`config.mk`:
```
export PLATFORM = sky130hd
export DESIGN_NAME = alu_arbiter
export DESIGN_NICKNAME = d
export VERILOG_FILES = /design/src/rtl/alu_arbiter.sv
export SDC_FILE = /design/constraint.sdc
export NUM_CORES = 1
export LEC_CHECK = 0
export ABC_AREA = 0
export BUFFER_PORTS_ARGS = -buffer_cell sky130_fd_sc_hd__buf_2
export CAP_MARGIN = 20
export CORE_AREA = 2 2 163 165
export DETAILED_ROUTE_END_ITERATION = 6
export DIE_AREA = 0 0 165 167
export PLACE_DENSITY = 0.55
export SYNTH_ARGS = -nofsm -noshare
export SYNTH_HDL_FRONTEND = slang
export SYNTH_SLANG_ARGS = --single-unit
```
`constraint.sdc`:
```
create_clock -name i_clk -period 2.3 [get_ports i_clk]
set_input_delay 0.115 -clock i_clk [delete_from_list [all_inputs] [get_ports i_clk]]
set_output_delay 0.115 -clock i_clk [all_outputs]
set_load 0.01 [all_outputs]
```
`src/rtl/alu_arbiter.sv`:
```
// Round-robin front end that time-shares one combinational ALU between NREQ
// requesters and returns each result on a tagged valid/ready response channel.
module alu_arbiter #(
    parameter int NBIT = 32,
    parameter int NREQ = 4,
    parameter int IDW  = 2
) (
    input  logic                 i_clk,
    input  logic                 i_rstn,
    input  logic [NREQ-1:0]      i_req_valid,
    output logic [NREQ-1:0]      o_req_ready,
    input  logic [NREQ*NBIT-1:0] i_req_a,
    input  logic [NREQ*NBIT-1:0] i_req_b,
    input  logic [NREQ*4-1:0]    i_req_fc,
    output logic [NBIT-1:0]      o_alu_a,
    output logic [NBIT-1:0]      o_alu_b,
    output logic [3:0]           o_alu_fc,
    input  logic [NBIT-1:0]      i_alu_data,
    input  logic                 i_alu_cout,
    output logic                 o_rsp_valid,
    input  logic                 i_rsp_ready,
    output logic [IDW-1:0]       o_rsp_id,
    output logic [NBIT-1:0]      o_rsp_data,
    output logic                 o_rsp_cout,
    output logic                 o_rsp_err,
    output logic                 o_busy
);

    typedef enum logic [1:0] {
        IDLE = 2'd0,
        EXEC = 2'd1,
        RESP = 2'd2
    } state_t;

    localparam logic [IDW-1:0] PTR_RST = IDW'(NREQ - 1);

    state_t state, state_nxt;

    logic [IDW-1:0]    ptr_p0;
    logic [NBIT-1:0]   op_a_p0;
    logic [NBIT-1:0]   op_b_p0;
    logic [3:0]        op_fc_p0;
    logic [IDW-1:0]    op_id_p0;
    logic [NBIT-1:0]   rsp_data_p1;
    logic              rsp_cout_p1;
    logic              rsp_err_p1;

    logic [2*NREQ-1:0] req_dbl;
    logic [NREQ-1:0]   req_rot;
    logic              gnt_found;
    logic [IDW-1:0]    gnt_idx;
    logic [NREQ-1:0]   gnt_oh;
    logic [NBIT-1:0]   sel_a;
    logic [NBIT-1:0]   sel_b;
    logic [3:0]        sel_fc;
    logic              accept;
    logic [NBIT+1:0]   rsp_shaped;

    // Carry is only meaningful for ADD; illegal codes force a zeroed error result.
    function automatic logic [NBIT+1:0] shape_rsp(input logic [3:0]      fc,
                                                  input logic [NBIT-1:0] data,
                                                  input logic            cout);
        logic [NBIT+1:0] r;
        if (fc[3]) begin
            r = {1'b1, 1'b0, {NBIT{1'b0}}};
        end else begin
            r = {1'b0, (fc == 4'd2) ? cout : 1'b0, data};
        end
        return r;
    endfunction

    // Rotate the valid vector so bit 0 is the requester just after the pointer.
    always_comb begin
        req_dbl   = {i_req_valid, i_req_valid};
        req_rot   = NREQ'(req_dbl >> ({1'b0, ptr_p0} + 1'b1));
        gnt_found = 1'b0;
        gnt_idx   = '0;
        for (int i = NREQ - 1; i >= 0; i--) begin
            if (req_rot[i]) begin
                gnt_found = 1'b1;
                gnt_idx   = IDW'((int'(ptr_p0) + 1 + i) % NREQ);
            end
        end
    end

    always_comb begin
        gnt_oh = '0;
        sel_a  = '0;
        sel_b  = '0;
        sel_fc = '0;
        for (int k = 0; k < NREQ; k++) begin
            if (gnt_idx == IDW'(k)) begin
                gnt_oh[k] = gnt_found;
                sel_a     = i_req_a[k*NBIT +: NBIT];
                sel_b     = i_req_b[k*NBIT +: NBIT];
                sel_fc    = i_req_fc[k*4 +: 4];
            end
        end
    end

    always_comb begin
        state_nxt = state;
        accept    = 1'b0;
        case (state)
            IDLE: begin
                if (gnt_found) begin
                    accept    = 1'b1;
                    state_nxt = EXEC;
                end
            end
            EXEC:    state_nxt = RESP;
            RESP:    if (i_rsp_ready) state_nxt = IDLE;
            default: state_nxt = IDLE;
        endcase
    end

    always_comb rsp_shaped = shape_rsp(op_fc_p0, i_alu_data, i_alu_cout);

    always_ff @(posedge i_clk or negedge i_rstn) begin
        if (!i_rstn) begin
            state <= IDLE;
            ptr_p0 <= PTR_RST;
        end else begin
            state <= state_nxt;
            if (accept) ptr_p0 <= gnt_idx;
        end
    end

    // p0: operands latched on acceptance
    always_ff @(posedge i_clk or negedge i_rstn) begin
        if (!i_rstn) begin
            op_a_p0  <= '0;
            op_b_p0  <= '0;
            op_fc_p0 <= '0;
            op_id_p0 <= '0;
        end else if (accept) begin
            op_a_p0  <= sel_a;
            op_b_p0  <= sel_b;
            op_fc_p0 <= sel_fc;
            op_id_p0 <= gnt_idx;
        end
    end

    // p1: ALU result captured at the end of EXEC
    always_ff @(posedge i_clk or negedge i_rstn) begin
        if (!i_rstn) begin
            rsp_data_p1 <= '0;
            rsp_cout_p1 <= 1'b0;
            rsp_err_p1  <= 1'b0;
        end else if (state == EXEC) begin
            {rsp_err_p1, rsp_cout_p1, rsp_data_p1} <= rsp_shaped;
        end
    end

    assign o_req_ready = (state == IDLE && i_rstn) ? gnt_oh : '0;
    assign o_alu_a     = op_a_p0;
    assign o_alu_b     = op_b_p0;
    assign o_alu_fc    = op_fc_p0;
    assign o_rsp_valid = (state == RESP);
    assign o_rsp_id    = op_id_p0;
    assign o_rsp_data  = rsp_data_p1;
    assign o_rsp_cout  = rsp_cout_p1;
    assign o_rsp_err   = rsp_err_p1;
    assign o_busy      = (state != IDLE);

endmodule

```
; ---- After elaboration in Yosys (flattened, before gate mapping)
; Index checks and enable logic that the tools add are counted.
[classes]
addsub = 5
eq_ne = 8
shift = 1
muxes = 32
reduce_logical = 5
[ops]
columns = operator, count
row1 = $mux 32, 8
row2 = $mux 34, 1
row3 = $mux 4, 5
row4 = $mux 2, 6
row5 = $mux 1, 11
row6 = $shr 8x3->4, 1
row7 = $eq 2x2->1 const B, 3
row8 = $pmux 2 s3, 1
row9 = $add 2x1->2 const B, 2
row10 = $add 2x2->2 const B, 2
row11 = $eq 2x1->1 const B, 2
row12 = $eq 4x2->1 const B, 1
row13 = $logic_not 2->1, 2
row14 = $add 2x1->3 const B, 1
row15 = $ne 2x1->1 const B, 1
row16 = $ne 2x2->1 const B, 1
row17 = $reduce_and 2->1, 1
row18 = $reduce_bool 2->1, 1
row19 = $logic_and 1x1->1, 1
[totals]
ff_bits = 108
in_bits = 312
output_inout_bits = 110
wordCells = 60

; ---- Logic depth before layout (Yosys ltp)
[depth]
depth_word = 11
depth_mapped = 9

; ---- Worst setup path before layout
; No wires, ideal clock.
[synth_timing]
path_kind = reg2reg
startpoint = reg ptr_p0[1]
endpoint = reg op_a_p0[0] (netlist: o_alu_a[0])
setup_time_ps = 126
t_arrival_ps = 2161
required_ps = 2174
path_slack_ps = 12
path_stages_with_launch = 8
n_path_buf = 2
synth_period_minus_slack_ps = 2288
cell_sequence = dfstp_2 -> buf_6 -> nor2b_1 -> o21ai_1 -> a21o_1 -> clkbuf_1 -> mux2_2 -> a221o_1
[synth_via]
elab_chain_len = 11
word_cells_on_any_way = 24
[synth_rtl]
columns = item, line
row1 = start: declaration, 39  ; logic [IDW-1:0] ptr_p0;
row2 = start signal: assignment, 125  ; if (accept) ptr_p0 <= gnt_idx;
row3 = $add 2x1->3 / $add 2x1->2 (equally long branches), "75, 81"
row4 = $shr 8x3->4 / $add 2x1->2 (equally long branches), "75, 81"
row5 = $mux 2 (4 in series), 79  ; if (req_rot[i]) begin
row6 = $logic_not 2->1, 92  ; if (gnt_idx == IDW'(k)) begin
row7 = $mux 32 (4 in series), 92
row8 = end signal: assignment, 137  ; op_a_p0 <= sel_a;
row9 = end: declaration, 40  ; logic [NBIT-1:0] op_a_p0;
; Parallel ways exist; a longest one is shown, timed or not.
; A chain may end at the register's enable or synchronous reset.

; ---- Worst setup path after layout
[layout_timing]
startpoint = reg ptr_p0[1]
endpoint = reg op_a_p0[4] (netlist: o_alu_a[4])
; The elaborated chain is that of the path after synthesis.

==> impl_metrics.csv <==
group,metric,value,unit
detailed_routing,detailedRoute.firstPassIterationCount,4,
floorplanning,initial_utilization,25.33,%
worst_setup_path,path_max_fanout,15,
cts,tritoncts_num_sinks,108,
floorplanning,die_x,165,µm
floorplanning,dieHeight,167,µm
worst_setup_path,critical-path-slowest-cell,"dfstp_2",
cts,tritoncts_clock_tree,"done",
cts,clkSlewWorstSetupHoldPaths,0.08,ns
place,dp_worst_setup_slack,0.08515,ns
worst_setup_path,crit_path_frequent_cell,"buf_12",
detailed_routing,wl_met2,12.19,mm
cts,ctsRootBufferMaster,"clkbuf_16",
layout,seq_cell_area,2705,µm²
worst_setup_path,cp.required,2.53,ns
timing,whs,0.02025,ns
worst_hold_path,min_path_cells,3,
timing,rsz0062_at_grt,"false",
cts,htree_levels,3,
synth,yosysWarningCount,0,
layout,drive_above_1_share,46.68,%
timing,fmaxAchievable,0.4498,GHz
power_and_ir_drop,power_per_cell_area,1210,nW/µm²
synth,flop_and_latch_count_out_of_synthesis,108,
global_routing,gr-usage-all-layers,17.70,%
synth,seq_area_frac_synth,41.45,%
power_and_ir_drop,standby_leakage_power,4.820,nW
layout,final_common_cell,"buf_2",
timing,final-hold-violation-count,0,
synth,syn-cell-area,6526,µm²
floorplanning,io-pin-count,422,
global_routing,grt_start_max_net_pins,109,
timing,period_share,96.67,%
worst_setup_path,worst-r2r-cell-count,7,
timing,worst-slew-pin-transition,0.6532,ns
synth,syn-num-nets,993,
global_routing,grt_first_pass_wirelength,37.75,mm
layout,layout.cells.most_common_list,"buf_2 (420), dfrtp_1 (106), nand3_1 (91), mux2i_1 (69), a211oi_1 (69)",
layout,areaGrowthSynthToFinish,48.39,%
global_routing,first_global_vias,6746,
outcome,result_of_the_run,"finished, final reports clean",
place,hpwlAfterDp,18.90,mm
power_and_ir_drop,worst_supply_voltage_drop_on_vdd,484.1,µV
timing,final_count_of_negative_setup_slack_endpoints,0,
detailed_routing,dr_vias,6869,
timing,drv_slew,0,
detailed_routing,wl_met3,2.122,mm
detailed_routing,met1Wirelength,10.27,mm
cts,clock_latency,0.36,ns
worst_setup_path,critical_path_class,"reg -> reg",
timing,setup_tns,0,ns
place,place_congestion,0.8303,
detailed_routing,routed_via_density,4.787,
detailed_routing,routedWlPerCell,17.63,µm
flow_run,drv.max_cap_violation_count,0,
place,port-buffer-count,421,
detailed_routing,drt_iter0_markers,249,
floorplanning,die_area,27560,µm²
worst_setup_path,slowest_delay,0.59,ns
cts,clockBufferDepth,2,
synth,synth_cell_types,29,
timing,worst_clock_skew,0.01454,ns
layout,area_occupied_by_multi_input_gates,3440,µm²
floorplanning,coreArea,25760,µm²
worst_setup_path,start_kind,"register",
synth,synth_area_per_cell,9.583,µm²
detailed_routing,drt_drc_violations_left,0,
worst_hold_path,holdCritPathClass,"in -> reg",
timing,timing.final.crit_period,2.223,ns
cts,numCtsBuffers,9,
global_routing,initial_antenna_violation_count,2,
synth,synth_cells,681,
detailed_routing,post_detailed_routing_wire_length,25.30,mm
global_routing,globalRouteOverflowTotal,0,
worst_setup_path,cp_data_arrival_time,2.46,ns
detailed_routing,ant_nets,0,
layout,nets,1406,
place,post-place-cells,1396,
worst_setup_path,crit_path_cells,"mux2i_1, o22ai_2, a21o_4, buf_12, buf_12, mux2_1, a221o_1",
timing,post-route-worst-setup-slack,0.07670,ns
detailed_routing,route.top_layer_used,"met5",
layout,finish.cell_count_without_fillers,1435,
timing,timing.max_slew.rel_slack,56.45,%
floorplanning,row_count,59,
worst_setup_path,element_type_at_the_critical_path_end,"register",
layout,fillerInstances,2659,
per-layer routing:
metal | vias to the layer above | track usage [%]
met5 | - | 0
met3 | 37 | 4.757
met4 | 2 | 6.049
met2 | 308 | 29.71
met1 | 3183 | 21.76
li1 | 3339 | -
worst paths after layout:
check | from | endpoint | slack, ns
setup / recovery | ptr_p0[1] | o_alu_a[4] | 0.08
hold / removal | i_alu_data[0] | o_rsp_data[0] | 0.02
setup reg to reg | ptr_p0[1] | o_alu_a[4] | 0.08
hold reg to reg | o_rsp_data[22] | o_rsp_data[22] | 0.48
max in group asynchronous | i_rstn | o_alu_b[16] | 1.30
min in group asynchronous | i_rstn | o_alu_a[30] | 0.46
cell usage after synthesis:
| master | number | area [µm²] |
|---|---|---|
| a21oi_1 | 3 | 15.01 |
| dfrtp_1 | 106 | 2653 |
| o22ai_2 | 1 | 12.51 |
| a211oi_1 | 69 | 518.0 |
| nor2b_1 | 1 | 6.260 |
| buf_4 | 5 | 37.54 |
| clkbuf_1 | 52 | 195.2 |
| nand2b_1 | 36 | 225.2 |
| inv_2 | 1 | 3.750 |
| mux2i_1 | 69 | 690.7 |
| a31oi_1 | 1 | 6.260 |
| o21ai_0 | 34 | 170.2 |
| mux2_2 | 32 | 360.4 |
| dfstp_2 | 2 | 52.55 |
| o21ai_1 | 1 | 5.000 |
| nor2_1 | 32 | 120.1 |
| clkinv_1 | 1 | 3.750 |
| or4_1 | 1 | 7.510 |
| inv_1 | 26 | 97.59 |
| nand2_1 | 40 | 150.1 |
| a21o_1 | 2 | 15.01 |
| buf_2 | 6 | 30.03 |
| nand3_1 | 91 | 455.4 |
| nand3b_1 | 2 | 15.01 |
| nor4b_1 | 1 | 8.760 |
| buf_1 | 2 | 7.510 |
| buf_6 | 5 | 56.30 |
| mux2_1 | 14 | 157.7 |
| a221o_1 | 45 | 450.4 |
state kept, by name, summed over array words and instances (netlist names):
signal	cells
o_alu_a	32
o_alu_b	32
o_alu_fc	4
o_rsp_cout	1
o_rsp_data	32
o_rsp_err	1
o_rsp_id	2
ptr_p0	2
state	2
final cells by class:
class / instances / area share [%]
tap: 335 / 4.328
sequential: 108 / 27.93
clock buffer: 9 / 2.326
multi-input combinational: 475 / 35.52
timing repair buffer: 472 / 27.96
antenna: 1 / 0.02584
clock inverter: 7 / 0.8010
inverter: 28 / 1.111
power breakdown:
group	internal, mW	switching [mW]	total [mW]
Combinational	3.01	3.74	6.74
Sequential	2.83	0.526	3.36
Clock	0.772	0.843	1.62
Total	6.61	5.10	11.7
stage by stage:
step	utilization [%]	total power, mW	area (µm²)
detailed placement	35.46	10.13	9136
finish	37.59	11.71	9684
global placement	35.46	10.02	9136
CTS	37.52	11.90	9667
floorplan	-	7.463	6526
global route	37.59	12.65	9684
critical path, delay by kind of cell (launching register included):
kind / cells / cell delay [ns]
buf+inv: 2 / 0.28
compound gates: 3 / 0.69
mux: 2 / 0.54
flops: 1 / 0.59
kinds of logic after synthesis:
| kind of cell | share of synthesized area, % |
|---|---|
| compound gates | 18.27 |
| buf+inv | 6.614 |
| mux | 18.52 |
| simple gates | 15.15 |
| flops | 41.45 |
what timing repair did:
action,4_1_cts,5_1_grt
setup endpoints to repair,1,4
gates resized for setup,0,2
hold buffers,18,0
endpoints found under the hold margin,123,0
buffers inserted,3,1
No activity file was read; power rests on OpenSTA's default activity.
